--- src/rtl/qsys_serial_target_pkg.sv ---
// Shared frame layout and FSM encoding for the serial bridge target.
package qsys_serial_target_pkg;
  localparam int FRAME_BITS = 65;
  localparam int RW_BIT     = 64;
  localparam int ADDR_MSB   = 63;
  localparam int ADDR_LSB   = 32;
  localparam int DATA_MSB   = 31;
  localparam int DATA_LSB   = 0;
  localparam int RESP_BITS  = 32;
  localparam int CNT_W      = 7;
  localparam int R_W        = 6;

  typedef enum logic [2:0] {
    ST_IDLE    = 3'd0,
    ST_SHIFT   = 3'd1,
    ST_EXEC    = 3'd2,
    ST_RD_WAIT = 3'd3,
    ST_RESP    = 3'd4
  } state_t;
endpackage

--- src/rtl/qsys_serial_target_if.sv ---
// Serial link plus local register bus seen by the serial target.
interface qsys_serial_target_if #(parameter int ADDR_WIDTH = 8);
  logic                  sle, sdo, srdy, sdi;
  logic [ADDR_WIDTH-1:0] reg_addr;
  logic [31:0]           reg_wdata, reg_rdata;
  logic                  reg_wr, reg_rd, reg_rdvalid;

  modport slave  (input  sle, sdo, reg_rdata, reg_rdvalid,
                  output srdy, sdi, reg_addr, reg_wdata, reg_wr, reg_rd);
  modport master (output sle, sdo, reg_rdata, reg_rdvalid,
                  input  srdy, sdi, reg_addr, reg_wdata, reg_wr, reg_rd);
endinterface

--- src/rtl/qsys_serial_rx_shift.sv ---
// Command deserialiser: delays sle one cycle, shifts in sdo while the delayed
// enable is high and flags complete (65-sample) or short frames.
module qsys_serial_rx_shift
  import qsys_serial_target_pkg::*;
(
  input  logic                  clk,
  input  logic                  rst_n,
  input  logic                  sle,
  input  logic                  sdo,
  input  logic                  en,
  output logic [FRAME_BITS-1:0] frame,
  output logic                  sample,
  output logic                  frame_done,
  output logic                  short_frame
);
  logic                  sle_d1;
  logic [FRAME_BITS-2:0] shreg;
  logic [CNT_W-1:0]      cnt;

  // frame includes the bit being sampled this edge, so the top can latch the
  // whole command on the same edge the 65th sample is taken
  assign frame       = {shreg, sdo};
  assign sample      = sle_d1 && en && (cnt < CNT_W'(FRAME_BITS));
  assign frame_done  = sample && (cnt == CNT_W'(FRAME_BITS - 1));
  assign short_frame = !sle_d1 && en && (cnt != '0) && (cnt < CNT_W'(FRAME_BITS));

  always_ff @(posedge clk or negedge rst_n) begin
    if (!rst_n) begin
      sle_d1 <= 1'b0;
      shreg  <= '0;
      cnt    <= '0;
    end else begin
      sle_d1 <= sle;
      if (sample) begin
        shreg <= frame[FRAME_BITS-2:0];
        cnt   <= cnt + 1'b1;
      end else if (!sle_d1) begin
        cnt <= '0;
      end
    end
  end
endmodule

--- src/rtl/qsys_serial_target.sv ---
// Far-end target of the serial bridge: decodes a command frame, performs one
// register access and serialises the 32-bit response back to the master.
module qsys_serial_target
  import qsys_serial_target_pkg::*;
#(
  parameter int          ADDR_WIDTH   = 8,
  parameter int          RD_TIMEOUT   = 255,
  parameter logic [31:0] TIMEOUT_DATA = 32'hDEADBEEF
) (
  input  logic                 csi_MCLK_clk,
  input  logic                 rsi_MRST_reset_n,
  qsys_serial_target_if.slave  bus,
  output logic                 err_frame,
  output logic                 err_timeout
);
  state_t                 state, state_n;
  logic [FRAME_BITS-1:0]  frame;
  logic                   sample, frame_done, short_frame;
  logic [15:0]            tcnt;
  logic [R_W-1:0]         r, r_n;
  logic [RESP_BITS-1:0]   resp_sh;
  logic                   load_cmd, tmo_hit, shift_out;
  logic                   frame_unused;

  qsys_serial_rx_shift u_rx (
    .clk         (csi_MCLK_clk),
    .rst_n       (rsi_MRST_reset_n),
    .sle         (bus.sle),
    .sdo         (bus.sdo),
    .en          (state == ST_IDLE || state == ST_SHIFT),
    .frame       (frame),
    .sample      (sample),
    .frame_done  (frame_done),
    .short_frame (short_frame)
  );

  // upper address bits are don't-care on this link
  assign frame_unused = ^frame[ADDR_MSB:ADDR_LSB+ADDR_WIDTH];

  assign load_cmd  = (state == ST_SHIFT) && frame_done;
  assign tmo_hit   = (tcnt == 16'(RD_TIMEOUT - 1));
  assign shift_out = (state == ST_RESP) && (r != R_W'(RESP_BITS));

  always_comb begin
    state_n = state;
    case (state)
      ST_IDLE:    if (sample) state_n = ST_SHIFT;
      ST_SHIFT:   if (frame_done) state_n = ST_EXEC;
                  else if (short_frame) state_n = ST_IDLE;
      ST_EXEC:    state_n = bus.reg_wr ? ST_RESP : ST_RD_WAIT;
      ST_RD_WAIT: if (bus.reg_rdvalid || tmo_hit) state_n = ST_RESP;
      ST_RESP:    if (r == R_W'(RESP_BITS)) state_n = ST_IDLE;
      default:    state_n = ST_IDLE;
    endcase
    r_n = (state == ST_RESP && state_n == ST_RESP) ? r + 1'b1 : '0;
  end

  always_ff @(posedge csi_MCLK_clk or negedge rsi_MRST_reset_n) begin
    if (!rsi_MRST_reset_n) begin
      state         <= ST_IDLE;
      r             <= '0;
      tcnt          <= '0;
      resp_sh       <= '0;
      bus.reg_wr    <= 1'b0;
      bus.reg_rd    <= 1'b0;
      bus.reg_addr  <= '0;
      bus.reg_wdata <= '0;
      bus.srdy      <= 1'b0;
      bus.sdi       <= 1'b0;
      err_frame     <= 1'b0;
      err_timeout   <= 1'b0;
    end else begin
      state      <= state_n;
      r          <= r_n;
      bus.reg_wr <= load_cmd && frame[RW_BIT];
      bus.reg_rd <= load_cmd && !frame[RW_BIT];
      if (load_cmd) begin
        bus.reg_addr  <= frame[ADDR_LSB +: ADDR_WIDTH];
        bus.reg_wdata <= frame[DATA_MSB:DATA_LSB];
      end
      if (state == ST_EXEC) tcnt <= '0;
      else if (state == ST_RD_WAIT) tcnt <= tcnt + 1'b1;
      // valid data wins over a timeout landing on the same cycle
      if (state == ST_EXEC && bus.reg_wr) resp_sh <= '0;
      else if (state == ST_RD_WAIT && bus.reg_rdvalid) resp_sh <= bus.reg_rdata;
      else if (state == ST_RD_WAIT && tmo_hit) resp_sh <= TIMEOUT_DATA;
      else if (shift_out) resp_sh <= {resp_sh[RESP_BITS-2:0], 1'b0};
      if (state == ST_SHIFT && short_frame) err_frame <= 1'b1;
      if (state == ST_RD_WAIT && !bus.reg_rdvalid && tmo_hit) err_timeout <= 1'b1;
      // srdy covers r=0..31; sdi lags by one so the last bit lands as srdy falls
      bus.srdy <= (state_n == ST_RESP) && (r_n != R_W'(RESP_BITS));
      bus.sdi  <= shift_out && resp_sh[RESP_BITS-1];
    end
  end
endmodule

--- src/flat_wrapper.sv ---
// flat-port wrapper written by rule: the top's interface ports become plain ports
module qsys_serial_target_flat import qsys_serial_target_pkg::*;
#(
  parameter int          ADDR_WIDTH   = 8,
  parameter int          RD_TIMEOUT   = 255,
  parameter logic [31:0] TIMEOUT_DATA = 32'hDEADBEEF
)
  (csi_MCLK_clk, rsi_MRST_reset_n, err_frame, err_timeout, bus_sle, bus_sdo, bus_reg_rdata, bus_reg_rdvalid, bus_srdy, bus_sdi, bus_reg_addr, bus_reg_wdata, bus_reg_wr, bus_reg_rd);
  qsys_serial_target_if #(.ADDR_WIDTH(ADDR_WIDTH)) bus_i ();
  input  logic csi_MCLK_clk;
  input  logic rsi_MRST_reset_n;
  output logic err_frame;
  output logic err_timeout;
  input wire logic [$bits(bus_i.sle)-1:0] bus_sle;
  input wire logic [$bits(bus_i.sdo)-1:0] bus_sdo;
  input wire logic [$bits(bus_i.reg_rdata)-1:0] bus_reg_rdata;
  input wire logic [$bits(bus_i.reg_rdvalid)-1:0] bus_reg_rdvalid;
  output wire logic [$bits(bus_i.srdy)-1:0] bus_srdy;
  output wire logic [$bits(bus_i.sdi)-1:0] bus_sdi;
  output wire logic [$bits(bus_i.reg_addr)-1:0] bus_reg_addr;
  output wire logic [$bits(bus_i.reg_wdata)-1:0] bus_reg_wdata;
  output wire logic [$bits(bus_i.reg_wr)-1:0] bus_reg_wr;
  output wire logic [$bits(bus_i.reg_rd)-1:0] bus_reg_rd;
  assign bus_i.sle = bus_sle;
  assign bus_i.sdo = bus_sdo;
  assign bus_i.reg_rdata = bus_reg_rdata;
  assign bus_i.reg_rdvalid = bus_reg_rdvalid;
  assign bus_srdy = bus_i.srdy;
  assign bus_sdi = bus_i.sdi;
  assign bus_reg_addr = bus_i.reg_addr;
  assign bus_reg_wdata = bus_i.reg_wdata;
  assign bus_reg_wr = bus_i.reg_wr;
  assign bus_reg_rd = bus_i.reg_rd;
  qsys_serial_target #(.ADDR_WIDTH(ADDR_WIDTH), .RD_TIMEOUT(RD_TIMEOUT), .TIMEOUT_DATA(TIMEOUT_DATA)) u_core (.csi_MCLK_clk(csi_MCLK_clk), .rsi_MRST_reset_n(rsi_MRST_reset_n), .bus(bus_i), .err_frame(err_frame), .err_timeout(err_timeout));
endmodule
--- config.mk ---
export PLATFORM = sky130hd
export DESIGN_NAME = qsys_serial_target_flat
export DESIGN_NICKNAME = d
export VERILOG_FILES = /design/src/rtl/qsys_serial_target_pkg.sv /design/src/rtl/qsys_serial_target_if.sv /design/src/rtl/qsys_serial_rx_shift.sv /design/src/rtl/qsys_serial_target.sv /design/src/flat_wrapper.sv
export SDC_FILE = /design/constraint.sdc
export NUM_CORES = 1
export LEC_CHECK = 0
export CORE_MARGIN = 3
export CORE_UTILIZATION = 61
export DETAILED_ROUTE_END_ITERATION = 8
export PLACE_DENSITY_LB_ADDON = 0.08
export SLEW_MARGIN = 30
export SYNTH_ARGS = -nofsm -noshare
export SYNTH_HDL_FRONTEND = slang
export SYNTH_SLANG_ARGS = --single-unit
--- constraint.sdc ---
create_clock -name csi_MCLK_clk -period 5.15 [get_ports csi_MCLK_clk]
set_input_delay 1.03 -clock csi_MCLK_clk [delete_from_list [all_inputs] [get_ports csi_MCLK_clk]]
set_output_delay 1.03 -clock csi_MCLK_clk [all_outputs]
set_load 0.01 [all_outputs]
After elaboration in Yosys (flattened, before gate mapping)

Index checks and enable logic that the tools add are counted.
W data, S select, Z words.

Register bits after elaboration: 175
Bits of input ports: 37
Output and inout port bits: 46

$add $sub $neg: 3
Magnitude comparators: 1
Eq/ne operators: 11
Multiplexer cells: 16
Reductions and logical operators: 28

Operator list:

| operator                | number |
|---|---|
| $mux W32                | 4 |
| $mux W16                | 2 |
| $logic_and A1 B1 Y1     | 19 |
| $mux W3                 | 6 |
| $add A16 B1 Y16 const B | 1 |
| $eq A16 B8 Y1 const B   | 1 |
| $pmux W3 S5             | 1 |
| $mux W7                 | 2 |
| $ne A6 B6 Y1 const B    | 2 |
| $add A7 B1 Y7 const B   | 1 |
| $eq A7 B7 Y1 const B    | 1 |
| $lt A7 B7 Y1 const B    | 1 |
| $reduce_bool A7 Y1      | 1 |
| $add A6 B1 Y6 const B   | 1 |
| $eq A3 B2 Y1 const B    | 2 |
| $eq A3 B3 Y1 const B    | 2 |
| $eq A6 B6 Y1 const B    | 1 |
| $mux W6                 | 1 |
| $reduce_bool A4 Y1      | 1 |
| $eq A3 B1 Y1 const B    | 1 |
| $logic_not A1 Y1        | 3 |
| $logic_not A3 Y1        | 1 |
| $logic_or A1 B1 Y1      | 2 |
| $ne A2 B2 Y1 const B    | 1 |
| $reduce_bool A2 Y1      | 1 |

Longest topological paths before layout

Gate-level depths: netlist of the first run.

Depth in word-level cells: 13
Mapped depth: 7
Depth with buffers taken out: 6

Cells and area by module

Synthesis of the first run repeated with hierarchy kept, for this count alone.

Cells, all modules: 692
Area total of the unflattened synthesis: 8023.9 sq um

By module, submodules not included:

| module               | instances | cells each | area each (sq um) | seq. area each (sq um) |
|---|---|---|---|---|
| qsys_serial_target   | 1         | 504        | 4957.3            | 2577.5 |
| qsys_serial_rx_shift | 1         | 188        | 3066.7            | 1801.7 |

Least setup slack after synthesis of the first run

Ideal clock, no wire load.

Path type: in2reg
Start: input bus_reg_rdvalid
End: register u_core.resp_sh[11]
Setup time: 0.146 ns
Arrival: 1.986 ns
Setup slack: 3.018 ns
Stages on the path: 5
Path through: clkbuf_1 a41o_1 nand2_1 clkbuf_1 o221ai_1

Word-level cells in the longest chain between the ends: 3
Elaborated cells on any way between the ends: 4

RTL lines:

| item                  | line                     | text |
|---|---|---|
| start, declared       | flat_wrapper.sv:17       | `input wire logic [$bits(bus_i.reg_rdvalid)-1:0] bus_reg_rdvalid;` |
| $logic_and A1 B1 Y1 * | qsys_serial_target.sv:85 | `else if (state == ST_RD_WAIT && bus.reg_rdvalid) resp_sh <= bus.reg_rdata;` |
| $mux W32              | qsys_serial_target.sv:85 |  |
| $mux W32              | qsys_serial_target.sv:84 | `if (state == ST_EXEC && bus.reg_wr) resp_sh <= '0;` |
| end signal, assigned  | qsys_serial_target.sv:85 |  |
| end signal, assigned  | qsys_serial_target.sv:87 | `else if (shift_out) resp_sh <= {resp_sh[RESP_BITS-2:0], 1'b0};` |
| end, declared         | qsys_serial_target.sv:21 | `logic [RESP_BITS-1:0] resp_sh;` |

Mark *: on every way between the ends. The rest lies on a longest branch, timed or not.
A chain may end at the register's enable or synchronous reset.

Worst setup path in the final report of the first run

Start: input bus_reg_rdvalid
End: register u_core.resp_sh[3]

Same word-level chain as after synthesis.

==> results.json, run 1 <==
{
  "required_ns": 5.40,
  "grt_pass1_vias": 5305,
  "end_kind": "register",
  "skew_ns": 0.00859,
  "synth_seq_area_share_pct": 57.5,
  "critPathMaxStageDelay_ns": 0.90,
  "relSlewSlack_pct": 44.2,
  "synthMuxAreaShare_pct": 16.3,
  "p_total_uw": 2850,
  "ys_warn_count": 0,
  "seq_area_um2": 4380,
  "r2r-end": "u_core.resp_sh[3]$_DFFE_PN0P_",
  "synth_flop_cell": "dfrtp_1",
  "ant_nets": 0,
  "yosysTopAreaCellShare_pct": 57.5,
  "cts_buffers": 17,
  "die_y_um": 118,
  "synth.avg_cell_area_um2": 12.0,
  "crit_path_start_kind": "primary input",
  "syn-cell-area_um2": 7610,
  "layout_commonest_cell": "dfrtp_1",
  "synth_top_family_by_area": "multiplexers",
  "cts_sinks": 175,
  "vias_per_cell": 5.87,
  "grt_pass1_wl_mm": 25.5,
  "period_share_pct": 55.7,
  "wire_per_inst_um": 17.0,
  "insertion_delay_ns": 0.42,
  "drt_first_pass_iters": 4,
  "root_buffer": "clkbuf_16",
  "p_per_area_nw_per_um2": 312,
  "yosysUniqueCellTypes": 61,
  "arrival_ns": 3.12,
  "peakVddDrop_v": 0.000288,
  "final_cell_mix": "175 x dfrtp_1, 81 x clkdlybuf4s50_1, 70 x nand2_1",
  "clkTransAtPathRegs_ns": 0.06,
  "cts_resized": 0,
  "routed_wirelength_mm": 15.1,
  "synth_area_leaders": "dfrtp_1 58%, mux2_2 9.2%, mux2_1 6.2%",
  "gp_congestion": 0.781,
  "path_cells": "clkdlybuf4s50_1, nand4b_1, buf_4, and2_1, o211ai_4, o221ai_1",
  "core-area_um2": 12100,
  "cts_tree": "yes",
  "tns_ns": 0,
  "finalSetupViolCount": 0,
  "critical_path.top_delay_family": "buffers and inverters",
  "r2r_cells": 4,
  "r2r-start": "u_core.state[0]$_DFF_PN0_",
  "synth-simple-area-share_pct": 11.2,
  "die_area_um2": 13900,
  "synth_fp_nets": 679,
  "drive_gt1_share_pct": 15.2,
  "track_usage_pct": 22.4,
  "overflow": 0,
  "num_vias": 5207,
  "pin_count": 83,
  "status": "completed",
  "synth_xor_area_share_pct": 0.460,
  "leakagePower_uw": 0.00428,
  "synth_top_area_cell": "dfrtp_1",
  "synth-async-reset-ratio_pct": 100,
  "rrSetupSlack_ns": 2.38,
  "finalNetCount": 749,
  "cp_max_fo": 25,
  "drt_first_iter_violations": 456,
  "hold_depth": 1,
  "synthCells": 636,
  "drc": 0,
  "diodes": 0,
  "finalHoldViolCount": 0,
  "crit_buf_inv": 2,
  "io_buffers": 82,
  "start_util_pct": 62.8,
  "die_x_um": 118,
  "grt_max_degree": 87,
  "antenna_found_initial": 0,
  "rsz0062_at_grt": "false",
  "cap_violations": 0,
  "postCtsSetupBuffers": 0,
  "slew_violations": 0,
  "synth_seq_cells": 175,
  "hp-class": "register to register",
  "cts.path.max_buffers": 2,
  "multiInputGateArea_um2": 2960,
  "slowest_stage": "clkdlybuf4s50_1",
  "path_class": "primary input to register",
  "holdPathEnd": "u_core.bus.reg_rd$_DFF_PN0_",
  "dpl.hpwl_mm": 9.62,
  "fin_crit_ns": 2.87,
  "hold_start": "u_core.u_rx.shreg[63]$_DFFE_PN0P_",
  "tightest_slew_ns": 0.836,
  "synth_fa_ha_area_share_pct": 0.987,
  "rows": 40,
  "synth-compound-area-share_pct": 9.68,
  "max_freq_mhz": 349,
  "cts_hold_buf": 0,
  "h-tree-depth": 4,
  "area_growth_pct": 20.0,
  "fillers": 833,
  "synth-edff-count": 0
}
==> area by class of cell <==
type,count,share of cell area (%)
sequential,175,48.0
multi-input combinational,391,32.4
timing repair buffer,88,9.50
clock buffer,22,5.08
tap,168,2.30
clock inverter,10,1.37
inverter,33,1.36
==> cells in the mapped netlist (4+ instances only) <==
cell and instances:
nand2b_1 4, or3_1 6, o221ai_1 23, a21oi_1 7, nor4_1 6, and2_1 5, buf_2 12, mux2_1 42
mux2i_1 7, dfrtp_1 175, inv_1 33, a21boi_0 4, o21ai_0 14, a221oi_1 8, nor2_1 40, nand4_1 7
clkbuf_1 18, ha_1 6, nand2_1 70, nand3_1 16, mux2_2 62, a311oi_1 8
==> worst max-delay path by stage <==
stage	startpoint	endpoint	slack (ns)	cells past startpoint
after detailed placement	bus_reg_rdvalid	u_core.resp_sh[9]$_DFFE_PN0P_	1.65	6
after floorplan	bus_reg_rdvalid	u_core.resp_sh[11]$_DFFE_PN0P_	3.02	5
after global routing	bus_reg_rdvalid	u_core.resp_sh[23]$_DFFE_PN0P_	2.14	6
final	bus_reg_rdvalid	u_core.resp_sh[3]$_DFFE_PN0P_	2.28	6
after global placement	bus_reg_rdvalid	u_core.resp_sh[3]$_DFFE_PN0P_	1.78	6
after CTS	bus_reg_rdvalid	u_core.resp_sh[9]$_DFFE_PN0P_	2.09	6
==> logic make-up after synthesis <==
family,after synthesis
AOI/OAI and AO/OA,93
xor gates and xnor gates,4
adders and majority gates,6
buffers and inverters,70
DFF,175
muxes,111
and+or+nand+nor,177
==> worst reg2reg max path: stages (launching register included) <==
cell	delay, ns
dfrtp_1	0.77
inv_1	0.43
nor2_2	0.46
nand2_1	0.61
o221ai_1	0.40
==> flip-flops by register name, summed over array words and instances (netlist names) <==
signal / flops
u_core.r: 6
u_core.bus.reg_rd: 1
u_core.resp_sh: 32
u_core.err_timeout: 1
u_core.state: 3
u_core.u_rx.cnt: 7
u_core.bus.srdy: 1
u_core.bus.reg_wr: 1
u_core.bus.reg_addr: 8
u_core.tcnt: 16
u_core.u_rx.sle_d1: 1
u_core.bus.reg_wdata: 32
u_core.err_frame: 1
u_core.bus.sdi: 1
u_core.u_rx.shreg: 64
==> metrics by stage <==
| step | cells | utilization (%) | worst slack, ns | hold WS [ns] | area [µm²] |
|---|---|---|---|---|---|
| finish | 887 | 75.4 | 2.28 | 0.477 | 9130 |
| global route | 887 | 75.4 | 2.14 | 0.499 | 9130 |
| CTS | 887 | 75.3 | 2.09 | 0.477 | 9120 |
| detailed placement | 855 | 70.4 | 1.65 | 0.469 | 8530 |
| global placement | 855 | 70.4 | 1.78 | 0.463 | 8530 |
| floorplan | 636 | - | 3.02 | 0.431 | 7610 |
==> layer usage <==
metal	track usage (%)	vias to the layer above	share of wire, %
met3	6.73	24	5.8
met1	28.7	2602	43
met4	7.47	0	1.6
met5	0	-	0
li1	-	2433	-
met2	36.9	148	50
==> report_power, final <==
group	switching (µW)	internal (µW)	leakage (µW)
Sequential	29.4	1400	0.00241
Combinational	69.7	63.3	0.00159
Clock	535	748	0.000280
(Power assumes the default switching activity.)
==> inputs of run 2 (changes only) <==
--- a/config.mk
+++ b/config.mk
@@ -6,7 +6,7 @@
 export NUM_CORES = 1
 export LEC_CHECK = 0
 export CORE_MARGIN = 3
-export CORE_UTILIZATION = 61
+export CORE_UTILIZATION = 51
 export DETAILED_ROUTE_END_ITERATION = 8
 export PLACE_DENSITY_LB_ADDON = 0.08
 export SLEW_MARGIN = 30
==> constraint.sdc (replaced) <==
create_clock -name csi_MCLK_clk -period 2.6 [get_ports csi_MCLK_clk]
set_input_delay 0.52 -clock csi_MCLK_clk [delete_from_list [all_inputs] [get_ports csi_MCLK_clk]]
set_output_delay 0.52 -clock csi_MCLK_clk [all_outputs]
set_load 0.01 [all_outputs]
==> run 2 against run 1 <==
Compared with the run above:
- die area rose by 19%
- count of clock-buffer cells in the layout down 3
- critical path depth fell by 1
- setup slack worse by 1.9 ns
- sequential share of layout area is 0.77 points lower
- final cell count increased by 2.9%
- global-route usage is 3.1 points lower
- total power increased by 99%
- clock power increased by 100%
- via count fell by 2.3%
- largest cell class unchanged
==> results.json, run 2 (synthesis results as in run 1) <==
{
  "p_sw_share_pct": 22.7,
  "tightest_slew_ns": 0.677,
  "r2r-start": "u_core.u_rx.cnt[5]$_DFFE_PN0P_",
  "cts_hold_buf": 0,
  "pin_count": 83,
  "p_int_uw": 4380,
  "ant_nets": 0,
  "final_cell_mix": "175 x dfrtp_1, 81 x clkdlybuf4s50_1, 70 x nand2_1",
  "cts_resized": 0,
  "h-tree-depth": 4,
  "finalHoldViolCount": 0,
  "end_kind": "register",
  "cp_max_fo": 20,
  "pwr-share-comb_pct": 4.8,
  "p_total_uw": 5670,
  "max_freq_mhz": 460,
  "cts_sinks": 175,
  "rsz0062_at_grt": "false",
  "hp-class": "primary input to asynchronous set/reset pin",
  "drt_first_iter_violations": 256,
  "root_buffer": "clkbuf_16",
  "area_growth_pct": 21.9,
  "wire_per_inst_um": 16.4,
  "die_area_um2": 16400,
  "crit_path_start_kind": "register",
  "layout_commonest_cell": "dfrtp_1",
  "required_ns": 2.90,
  "num_vias": 5088,
  "antenna_found_initial": 0,
  "finalSetupViolCount": 0,
  "clkTransAtPathRegs_ns": 0.07,
  "cts.path.max_buffers": 2,
  "core-area_um2": 14600,
  "leakagePower_uw": 0.00436,
  "reg_top3": "u_core.u_rx.shreg (64), u_core.bus.reg_wdata (32), u_core.resp_sh (32)",
  "tns_ns": 0,
  "p_per_area_nw_per_um2": 611,
  "vias_per_cell": 5.57,
  "arrival_ns": 2.48,
  "peakVddDrop_v": 0.000639,
  "die_x_um": 128,
  "largest_reg_flops": 64,
  "period_share_pct": 83.7,
  "drt_first_pass_iters": 4,
  "dpl_cell_area_um2": 8680,
  "start_util_pct": 52.2,
  "path_class": "register to register",
  "status": "completed",
  "regMostFlops": "u_core.u_rx.shreg",
  "track_usage_pct": 19.4,
  "io_buffers": 82,
  "critPathLaunch": "u_core.u_rx.cnt[5]$_DFFE_PN0P_",
  "p_seq_share_pct": 50.0,
  "drive_gt1_share_pct": 16.3,
  "clockPowerShare_pct": 45.2,
  "insertion_delay_ns": 0.42,
  "cts_tree": "yes",
  "grt_pass1_wl_mm": 25.6,
  "overflow": 0,
  "slowest_stage": "dfrtp_1",
  "routed_wirelength_mm": 15.0,
  "finalNetCount": 760,
  "path_cells": "nor4_4, a21bo_2, nand2_2, buf_4, mux2_2",
  "fin_area_um2": 9280,
  "relSlewSlack_pct": 54.4,
  "grt_pass1_vias": 5290,
  "postCtsSetupBuffers": 0,
  "rows": 44,
  "dpl.hpwl_mm": 10.0,
  "cts_buffers": 17,
  "fin_crit_ns": 2.18,
  "skew_ns": 0.00623,
  "die_y_um": 128,
  "grt_max_degree": 67,
  "drc": 0,
  "p_sw_uw": 1290,
  "gp_congestion": 0.787,
  "critPathMaxStageDelay_ns": 0.43,
  "slew_violations": 0,
  "whs_ns": 0.0302,
  "diodes": 0,
  "cap_violations": 0
}
[run 2: changes by cell type in the layout (fill, tap and decap cells not counted), moves of 2 or more]
cell,change
buf_12,+4
buf_4,+7
clkbuf_1,-2
clkinv_4,+2
clkinvlp_4,-2
[run 2: layer usage]
layer / global-route usage, % / part of all wire, %
met3: 6.04 / 5.1
met1: 24.6 / 43
met5: 0 / 0
met2: 32.5 / 51
met4: 4.81 / 0.97
[run 2: power groups by stage]
stage / clock [µW] / combinational (µW) / sequential [µW]
4_1_cts: 2630 / 279 / 2830
2_1_floorplan: 0 / 137 / 2860
3_3_place_gp: 0 / 271 / 2880
3_5_place_dp: 0 / 276 / 2880
6_report: 2560 / 271 / 2830
5_1_grt: 2760 / 302 / 2840
[run 2: final cells by class]
type	instances	area [µm²]
Multi-Input combinational cell	391	2950
Inverter	33	124
Timing Repair Buffer	99	1000
Fill cell	1147	5310
Sequential cell	175	4380
Clock buffer	19	443
Tap cell	184	230
Clock inverter	12	155
[run 2: metrics by stage]
stage	setup slack [ns]	utilization, %	std cells
after floorplan	0.690	-	636
after global placement	0.312	59.5	882
after detailed placement	0.280	59.5	882
after CTS	0.390	63.6	913
after global routing	0.212	63.6	913
final	0.424	63.6	913
[run 2: path summary, 6_finish.rpt]
check,end,slack (ns),cells after the start
setup / recovery,u_core.u_rx.shreg[35]$_DFFE_PN0P_,0.42,5
hold / removal,u_core.tcnt[15]$_DFFE_PN0P_,0.03,1
setup reg to reg,u_core.u_rx.shreg[35]$_DFFE_PN0P_,0.42,5
hold reg to reg,u_core.bus.reg_wdata[11]$_DFFE_PN0P_,0.49,1
max in group asynchronous,u_core.tcnt[1]$_DFFE_PN0P_,1.84,2
min in group csi_MCLK_clk,u_core.bus.reg_wdata[11]$_DFFE_PN0P_,0.49,1
[run 2: critical path: cells and delay by family (launching register included)]
family	cells	cell delay [ns]
multiplexers	1	0.29
buffers and inverters	1	0.33
AND/OR/NAND/NOR	2	0.73
AO/OA/AOI/OAI	1	0.27
flip-flops	1	0.43
